File: src/rtl/sobel_pkg.sv
// ============================================================================
// Module : sobel_pkg
// Brief  : Shared types and constants for the Sobel frame sequencer.
// Rev    : 1.0
// ============================================================================
`default_nettype none

package sobel_pkg;

    typedef enum logic [3:0] {
        S_IDLE       = 4'd0,
        S_INIT       = 4'd1,
        S_FETCH      = 4'd2,
        S_COMPUTE    = 4'd3,
        S_WAIT_SOBEL = 4'd4,
        S_WRITE      = 4'd5,
        S_MOVE       = 4'd6,
        S_WAIT_MOVE  = 4'd7,
        S_DONE       = 4'd8
    } seq_state_t;

    localparam int WIN_PIXELS  = 9;
    localparam int SLOT_FIRST  = 0;
    localparam int SLOT_CENTER = 4;
    localparam int SLOT_LAST   = WIN_PIXELS - 1;

endpackage

`default_nettype wire

File: src/rtl/window_addr_gen.sv
// ============================================================================
// Module : window_addr_gen
// Brief  : Walks pixel index k over the 3x3 window and forms its read address.
// Rev    : 1.0
// ============================================================================
`default_nettype none

module window_addr_gen
    import sobel_pkg::*;
#(
    parameter int ADDR_W = 8,
    parameter int DIM_W  = 12
) (
    input  logic              clk,
    input  logic              rst,
    input  logic              i_clear,
    input  logic              i_advance,
    input  logic [ADDR_W-1:0] i_base,
    input  logic [DIM_W-1:0]  i_width,
    output logic [ADDR_W-1:0] o_addr,
    output logic [3:0]        o_k,
    output logic              o_last
);

    localparam int SUM_W = (DIM_W > ADDR_W) ? DIM_W : ADDR_W;

    logic [3:0]        r_k;
    logic [1:0]        r_col;
    logic [ADDR_W-1:0] r_row_base;

    // Row base accumulates the pitch modulo 2^ADDR_W, matching address wrap.
    always_ff @(posedge clk) begin
        if (rst || i_clear) begin
            r_k        <= 4'd0;
            r_col      <= 2'd0;
            r_row_base <= '0;
        end else if (i_advance) begin
            r_k <= r_k + 4'd1;
            if (r_col == 2'd2) begin
                r_col      <= 2'd0;
                r_row_base <= ADDR_W'(SUM_W'(r_row_base) + SUM_W'(i_width));
            end else begin
                r_col <= r_col + 2'd1;
            end
        end
    end

    assign o_addr = i_base + r_row_base + ADDR_W'(r_col);
    assign o_k    = r_k;
    assign o_last = (r_k == 4'(SLOT_LAST));

endmodule

`default_nettype wire

File: src/rtl/sobel_frame_sequencer.sv
// ============================================================================
// Module : sobel_frame_sequencer
// Brief  : Fetches each 3x3 window, runs Sobel, writes result, steps the window.
// Rev    : 1.0
// ============================================================================
`default_nettype none

module sobel_frame_sequencer
    import sobel_pkg::*;
#(
    parameter int ADDR_W = 8,
    parameter int DATA_W = 8,
    parameter int DIM_W  = 12
) (
    input  logic                           clk,
    input  logic                           reset,
    input  logic                           frame_start,
    input  logic [DIM_W-1:0]               width,
    output logic                           busy,
    output logic                           frame_done,
    output logic                           load_initial,
    output logic                           start_move,
    input  logic [ADDR_W-1:0]              addr_r,
    input  logic [ADDR_W-1:0]              addr_w,
    input  logic                           move_done,
    input  logic                           all_done,
    output logic                           mem_req,
    output logic                           mem_we,
    output logic [ADDR_W-1:0]              mem_addr,
    output logic [DATA_W-1:0]              mem_wdata,
    input  logic [DATA_W-1:0]              mem_rdata,
    input  logic                           mem_ack,
    output logic                           sobel_start,
    output logic [WIN_PIXELS*DATA_W-1:0]   window,
    input  logic                           sobel_done,
    input  logic [DATA_W-1:0]              sobel_result
);

    seq_state_t                      r_state;
    logic [DIM_W-1:0]                r_width;
    logic [DATA_W-1:0]               r_result;
    logic [WIN_PIXELS*DATA_W-1:0]    r_window;
    logic                            r_busy, r_frame_done, r_load_initial, r_start_move;
    logic                            r_mem_req, r_mem_we, r_sobel_start;
    logic [ADDR_W-1:0]               r_mem_addr;
    logic [DATA_W-1:0]               r_mem_wdata;

    logic [ADDR_W-1:0]               w_fetch_addr;
    logic [3:0]                      w_k;
    logic                            w_last;
    logic                            w_rd_ack;

    assign w_rd_ack = (r_state == S_FETCH) && r_mem_req && mem_ack;

    // Index generator stays cleared outside FETCH so every window starts at k=0.
    window_addr_gen #(
        .ADDR_W (ADDR_W),
        .DIM_W  (DIM_W)
    ) u_addr_gen (
        .clk       (clk),
        .rst       (reset),
        .i_clear   (r_state != S_FETCH),
        .i_advance (w_rd_ack),
        .i_base    (addr_r),
        .i_width   (r_width),
        .o_addr    (w_fetch_addr),
        .o_k       (w_k),
        .o_last    (w_last)
    );

    always_ff @(posedge clk) begin
        if (reset) begin
            r_state        <= S_IDLE;
            r_width        <= '0;
            r_result       <= '0;
            r_window       <= '0;
            r_busy         <= 1'b0;
            r_frame_done   <= 1'b0;
            r_load_initial <= 1'b0;
            r_start_move   <= 1'b0;
            r_mem_req      <= 1'b0;
            r_mem_we       <= 1'b0;
            r_mem_addr     <= '0;
            r_mem_wdata    <= '0;
            r_sobel_start  <= 1'b0;
        end else begin
            case (r_state)
                S_IDLE: begin
                    if (frame_start) begin
                        r_width        <= width;
                        r_busy         <= 1'b1;
                        r_load_initial <= 1'b1;
                        r_state        <= S_INIT;
                    end
                end
                S_INIT: begin
                    r_load_initial <= 1'b0;
                    r_state        <= S_FETCH;
                end
                S_FETCH: begin
                    if (!r_mem_req) begin
                        r_mem_req  <= 1'b1;
                        r_mem_we   <= 1'b0;
                        r_mem_addr <= w_fetch_addr;
                    end else if (mem_ack) begin
                        r_mem_req <= 1'b0;
                        for (int s = SLOT_FIRST; s <= SLOT_LAST; s++) begin
                            if (w_k == 4'(s)) begin
                                r_window[s*DATA_W +: DATA_W] <= mem_rdata;
                            end
                        end
                        if (w_last) begin
                            r_sobel_start <= 1'b1;
                            r_state       <= S_COMPUTE;
                        end
                    end
                end
                S_COMPUTE: begin
                    r_sobel_start <= 1'b0;
                    r_state       <= S_WAIT_SOBEL;
                end
                S_WAIT_SOBEL: begin
                    if (sobel_done) begin
                        r_result <= sobel_result;
                        r_state  <= S_WRITE;
                    end
                end
                S_WRITE: begin
                    if (!r_mem_req) begin
                        r_mem_req   <= 1'b1;
                        r_mem_we    <= 1'b1;
                        r_mem_addr  <= addr_w;
                        r_mem_wdata <= r_result;
                    end else if (mem_ack) begin
                        r_mem_req <= 1'b0;
                        r_mem_we  <= 1'b0;
                        if (all_done) begin
                            r_frame_done <= 1'b1;
                            r_state      <= S_DONE;
                        end else begin
                            r_start_move <= 1'b1;
                            r_state      <= S_MOVE;
                        end
                    end
                end
                S_MOVE: begin
                    r_start_move <= 1'b0;
                    r_state      <= S_WAIT_MOVE;
                end
                S_WAIT_MOVE: begin
                    if (move_done) begin
                        if (all_done) begin
                            r_frame_done <= 1'b1;
                            r_state      <= S_DONE;
                        end else begin
                            r_state <= S_FETCH;
                        end
                    end
                end
                S_DONE: begin
                    r_frame_done <= 1'b0;
                    r_busy       <= 1'b0;
                    r_state      <= S_IDLE;
                end
                default: begin
                    r_state <= S_IDLE;
                end
            endcase
        end
    end

    assign busy         = r_busy;
    assign frame_done   = r_frame_done;
    assign load_initial = r_load_initial;
    assign start_move   = r_start_move;
    assign mem_req      = r_mem_req;
    assign mem_we       = r_mem_we;
    assign mem_addr     = r_mem_addr;
    assign mem_wdata    = r_mem_wdata;
    assign sobel_start  = r_sobel_start;
    assign window       = r_window;

endmodule

`default_nettype wire

File: config.mk
export PLATFORM = sky130hd
export DESIGN_NAME = sobel_frame_sequencer
export DESIGN_NICKNAME = d
export VERILOG_FILES = /design/src/rtl/sobel_pkg.sv /design/src/rtl/window_addr_gen.sv /design/src/rtl/sobel_frame_sequencer.sv
export SDC_FILE = /design/constraint.sdc
export NUM_CORES = 1
export LEC_CHECK = 0
export BUFFER_PORTS_ARGS = -buffer_cell sky130_fd_sc_hd__buf_4
export CAP_MARGIN = 20
export CORE_MARGIN = 2
export CORE_UTILIZATION = 25
export DETAILED_ROUTE_END_ITERATION = 10
export PLACE_DENSITY = 0.45
export SYNTH_ARGS = -nofsm -noshare
export SYNTH_HDL_FRONTEND = slang
export SYNTH_HIERARCHICAL = 1
export SYNTH_SLANG_ARGS = --single-unit
File: constraint.sdc
create_clock -name clk -period 5.1 [get_ports clk]
set_input_delay 0 -clock clk [delete_from_list [all_inputs] [get_ports clk]]
set_output_delay 0 -clock clk [all_outputs]
set_load 0.02 [all_outputs]
Word level (Yosys, flattened, before mapping)
Cells that the tools add are included.
Widths: inputs -> output; s select.
{"block": "op_classes", "n_addsub": 5, "eq_ne": 30, "mux": 37, "n_bitwise": 1, "reduce_logical": 33}
{"op": "$reduce_and 4->1", "n": 12}
{"op": "$mux 4", "n": 10}
{"op": "$eq 4x3->1 const B", "n": 8}
{"op": "$pmux 4 s8", "n": 1}
{"op": "$ne 2x2->1 const B", "n": 10}
{"op": "$add 8x8->8", "n": 2}
{"op": "$eq 4x2->1 const B", "n": 4}
{"op": "$mux 1", "n": 16}
{"op": "$mux 8", "n": 2}
{"op": "$pmux 8 s2", "n": 1}
{"op": "$reduce_and 2->1", "n": 6}
{"op": "$pmux 1 s2", "n": 5}
{"op": "$reduce_bool 2->1", "n": 5}
{"op": "$add 8x2->8", "n": 1}
{"op": "$eq 4x1->1 const B", "n": 2}
{"op": "$eq 4x4->1 const B", "n": 2}
{"op": "$logic_not 4->1", "n": 2}
{"op": "$reduce_and 8->1", "n": 1}
{"op": "$reduce_and 3->1", "n": 2}
{"op": "$add 4x1->4 const B", "n": 1}
{"op": "$ne 4x2->1 const B", "n": 1}
{"op": "$ne 3x3->1 const B", "n": 1}
{"op": "$pmux 1 s3", "n": 1}
{"op": "$reduce_bool 3->1", "n": 1}
{"op": "8 further kinds", "n": 9}
{"block": "word_totals", "ff_bits": 129, "in_bits": 51, "output_inout_bits": 95, "word_cells": 130}

Depth between registers and ports, before layout
{"block": "depth", "depth_word": 5, "mapped_depth": 12, "depth_no_buf": 12}

Modules after synthesis
The synthesis kept the hierarchy.
{"mod": "sobel_frame_sequencer", "n_inst": 1, "cells_each": 475, "area_each_um2": 4655.7, "seq_area_each_um2": 2382.3}
{"mod": "window_addr_gen", "n_inst": 1, "cells_each": 137, "area_each_um2": 1188.6, "seq_area_each_um2": 280.3}

Least setup slack after synthesis
No wires, ideal clock.
{"block": "synth_path", "kind": "flip-flop to flip-flop", "from": "register u_addr_gen.r_col[1]", "to": "register r_mem_addr[7] (netlist: mem_addr[7])", "setup_ps": 91, "t_arrival_ps": 2289, "required_ps": 5009, "setup_slack_ps": 2720, "stages_incl_launch_ff": 11, "n_path_buf": 0, "period_less_slack_ps": 2380, "cell_sequence": "dfxtp_1 > fa_1 > ha_1 > fa_1 > a21oi_1 > nor2_1 > nor2_1 > o21ai_1 > xnor2_1 > nand2_1 > a311oi_1"}
{"block": "synth_between", "elab_chain_len": 3}
{"item": "start, declared", "line": "window_addr_gen.sv:28", "text": "logic [1:0] r_col;"}
{"item": "start signal, assigned", "line": "window_addr_gen.sv:43", "text": "r_col <= r_col + 2'd1;"}
{"item": "$add 8x2->8", "line": "window_addr_gen.sv:48", "text": "assign o_addr = i_base + r_row_base + ADDR_W'(r_col);"}
{"item": "net w_fetch_addr[7]", "line": "sobel_frame_sequencer.sv:48", "text": "logic [ADDR_W-1:0] w_fetch_addr;"}
{"item": "$mux 8", "line": "sobel_frame_sequencer.sv:101", "text": "if (!r_mem_req) begin"}
{"item": "$pmux 8 s2", "line": "sobel_frame_sequencer.sv:87", "text": "case (r_state)"}
{"item": "end signal, assigned", "line": "sobel_frame_sequencer.sv:104", "text": "r_mem_addr <= w_fetch_addr;"}
{"item": "end signal, assigned", "line": "sobel_frame_sequencer.sv:132", "text": "r_mem_addr <= addr_w;"}
{"item": "end, declared", "line": "sobel_frame_sequencer.sv:45", "text": "logic [ADDR_W-1:0] r_mem_addr;"}
The timed path passes the listed nets, and every way through them passes these cells. The select of a mux whose other input is x is not followed.
A chain may end at the register's enable or synchronous reset.

Worst setup path after layout
{"block": "layout_path", "from": "register r_state[1]", "to": "register u_addr_gen.r_row_base[6]"}
{"block": "layout_between", "elab_chain_len": 4, "word_cells_on_any_way": 6, "cone_classes": "eq/ne (2); reduce/logical (4)"}
{"item": "start, declared", "line": "sobel_frame_sequencer.sv:39", "text": "seq_state_t r_state;"}
{"item": "start signal, assigned", "line": "sobel_frame_sequencer.sv:73", "text": "r_state <= S_IDLE;"}
{"item": "start signal, assigned", "line": "sobel_frame_sequencer.sv:93", "text": "r_state <= S_INIT;"}
{"item": "start signal, assigned", "line": "sobel_frame_sequencer.sv:98", "text": "r_state <= S_FETCH;"}
{"item": "$eq 4x2->1", "line": "sobel_frame_sequencer.sv:53", "text": "assign w_rd_ack = (r_state == S_FETCH) && r_mem_req && mem_ack;"}
{"item": "$logic_and 1x1->1 (2 in a row)", "line": "sobel_frame_sequencer.sv:53"}
{"item": "net w_rd_ack", "line": "sobel_frame_sequencer.sv:51", "text": "logic w_rd_ack;"}
{"item": "$reduce_and 2->1 (no line)"}
{"item": "end signal, assigned", "line": "window_addr_gen.sv:41", "text": "r_row_base <= ADDR_W'(SUM_W'(r_row_base) + SUM_W'(i_width));"}
{"item": "end, declared", "line": "window_addr_gen.sv:29", "text": "logic [ADDR_W-1:0] r_row_base;"}
The timed path passes the listed nets, and every way through them passes these cells.

==> results by stage <==
Run status:
- The flow ran to the end, and the final reports show no timing, DRC or antenna violations.

Drt:
- For this run, design rule violations remaining after detail routing come to 0.
- The total wirelength of the detailed-routed design is 16,100 um.
- Dividing the detail-routed wire length by the instance count gives 15.4 um.
- The detail route stage leaves a number of antenna-violating nets equal to 0.
- Using the TritonRoute via totals, the vias-per-cell ratio works out to 4.50.
- The routed via count is 4,714.
- The number of design-rule violations left by the first detailed-router iteration is 208.
- The number of optimization iterations in the first detailed-route pass is 5.

STA:
- The highest attainable clock frequency is 301 MHz.
- The worst path needs 3320 ps of the cycle, external delays included.
- Dividing the final minimum period by the clock period gives 65.1%.
- The final sum of negative setup slack is 0 ps.
- The number of pins exceeding their max-slew limit in the final report came to 0.
- Setup slack closes at 1780 ps.
- At the pin with the least slew margin, the transition time is 791 ps.
- The worst pin sits at a relative slew slack of 47.0%.
- The count of final hold-check violations came to 0.
- Setup violations remaining at the end of the flow were counted as 0.
- Clock skew on the completed layout was measured at 10.3 ps.
- Setup repair after global routing left no endpoint under its margin.

Place:
- Timing analysis after detailed placement gives a worst setup slack of 1770 ps.
- The HPWL after detailed placement is 11,400 um.
- The congestion estimate from routability-driven global placement came to 0.735.
- The count of buffers inserted at the top-level ports is 141.

Global route:
- The initial antenna violation count was 0.
- Entering global routing, the biggest net connects 69 pins.
- The total track usage is 13.6%.
- The first global-routing pass estimated 25,600 um of wire.
- For this run the aggregate overflow at the end of global routing stands at 0.
- The number of global-route vias before repair is 4,800.

Floorplanning:
- Once the floorplan was initialized, standard cells occupied 25.3% of the core.
- The die is 155 um wide.
- The number of rows in the core area is 55.
- The die covers 24,100 um2.
- After floorplanning, the core was sized to cover 22,600 um2.
- In this run the vertical extent of the chip is 155 um.
- The top-level I/O count is 146.

Setup path:
- For the worst setup path, the data arrival time is 3680 ps.
- The worst setup path is of the flip-flop to flip-flop kind.
- On the critical path, the stage with the largest delay is an instance of sky130_fd_sc_hd__nor4b_4.
- The signal on the critical path passes through nor4b_4 > inv_2 > nor2_1 > nand3_1 > or3_1 > mux2i_1 > a311o_1.
- The category of the worst setup path capture point is a flip-flop.
- The maximum fanout along the worst path is 17.
- The data required time at the worst endpoint is 5460 ps.
- For this run, the slowest stage of the critical path takes 750 ps.
- The sort of element at the start of the critical path is a flip-flop.

CTS:
- The clock tree from TritonCTS is done.
- The number of gates resized after CTS was 0.
- The clock passes through at most 2 buffers.
- The clock latency at the later pin of the worst-skew pair is 420 ps.
- The TritonCTS buffer count is 17.
- The total clock sinks is 129.
- Clock-pin slew was measured on the worst setup and hold paths at 60 ps.
- The library cell used as clock root buffer is sky130_fd_sc_hd__clkbuf_16.
- The H-tree was split into 4 levels.

Worst hold path:
- The tightest min-delay check is of the primary input to flip-flop type.

Yosys:
- The cell area after technology mapping is 5710 um2.
- A synthesized cell averages 9.59 um2.
- The post-synthesis net count is 671.
- The Yosys warning count is 6.
- Synthesis handed over a netlist of 596 instances.

Final layout:
- Leaving out fill and tap cells, the most frequent cell in the layout is sky130_fd_sc_hd__buf_4.
- The area growth from synthesis to layout is 37.6%.
- In the layout the commonest cells are sky130_fd_sc_hd__buf_4, sky130_fd_sc_hd__dfxtp_1, sky130_fd_sc_hd__nor2_1.
- The repair_antennas step left the layout with diodes totalling 0.
- The fraction of layout cells with a size suffix above 1 is 25.3%.
- For this run, the post-layout net count is 824.

Power:
- The ratio of total power to cell area is 358 nW/um2.
- The standby leakage power is 3.59 nW.
- The worst IR drop on VDD is 227 uV.

Flow run:
- Across the run, the number of max-cap violations was 0.
metrics by stage:
| step | power, mW | hold slack, ps | cell area (um2) | utilization (%) | std cells |
|---|---|---|---|---|---|
| 3_3_place_gp | 1.55 | 232 | 6920 | 30.6 | 981 |
| 6_report | 2.82 | 43.3 | 7860 | 34.8 | 1047 |
| 5_1_grt | 2.95 | 84.8 | 7860 | 34.8 | 1047 |
| 4_1_cts | 2.87 | 12.8 | 7860 | 34.8 | 1047 |
| 2_1_floorplan | 1.43 | 118 | 5710 | - | 596 |
| 3_5_place_dp | 1.56 | 248 | 6920 | 30.6 | 981 |
final cells by class:
cell class | instances | area, um2
clock buffer | 19 | 433
clock inverter | 13 | 173
multi-input combinational | 414 | 2870
timing repair buffer | 176 | 1410
tap | 285 | 357
sequential | 129 | 2580
inverter | 11 | 41.3
fill | 2288 | 14700
sequential cells by signal, indices dropped and copies added (netlist names), 2 cells and up:
register	cells
window	72
mem_addr	8
mem_wdata	8
r_result	8
r_width	8
u_addr_gen/r_row_base	8
r_state	4
u_addr_gen/o_k	4
u_addr_gen/r_col	2
worst paths after layout:
check,from,to,slack [ps],cells past startpoint
setup / recovery,r_state[1]$_SDFFE_PP0P_,u_addr_gen/r_row_base[6]$_SDFFE_PP0P_,1780,7
hold / removal,mem_ack,mem_req$_SDFFE_PP0P_,40,4
setup reg to reg,r_state[1]$_SDFFE_PP0P_,u_addr_gen/r_row_base[6]$_SDFFE_PP0P_,1780,7
hold reg to reg,r_width[6]$_SDFFE_PP0P_,r_width[6]$_SDFFE_PP0P_,460,2
power breakdown:
part / total [mW] / internal, mW / switching (mW)
logic: 0.433 / 0.183 / 0.250
clock network: 1.26 / 0.778 / 0.484
registers: 1.12 / 1.06 / 0.0625
metal layers:
layer	GRT usage, %	wire, um	vias up	part of all wire [%]
li1	-	-	2356	-
met1	16.5	7250	2214	45
met2	21.7	7330	128	46
met3	5.65	1280	16	8.0
met4	5.07	240	0	1.5
met5	0	0	-	0
repair_timing:
action	CTS	global route
hold buffers	34	0
buffers inserted	0	0
endpoints found under the hold margin	101	0
worst max-delay path, delay by kind of cell (launching register included):
kind	cells	cell delay (ps)
DFF	1	630
buffers and inverters	1	230
muxes	1	130
and+or+nand+nor	4	2140
AOI/OAI and AO/OA	1	130
Note: power is estimated with default switching activity, not from simulation.
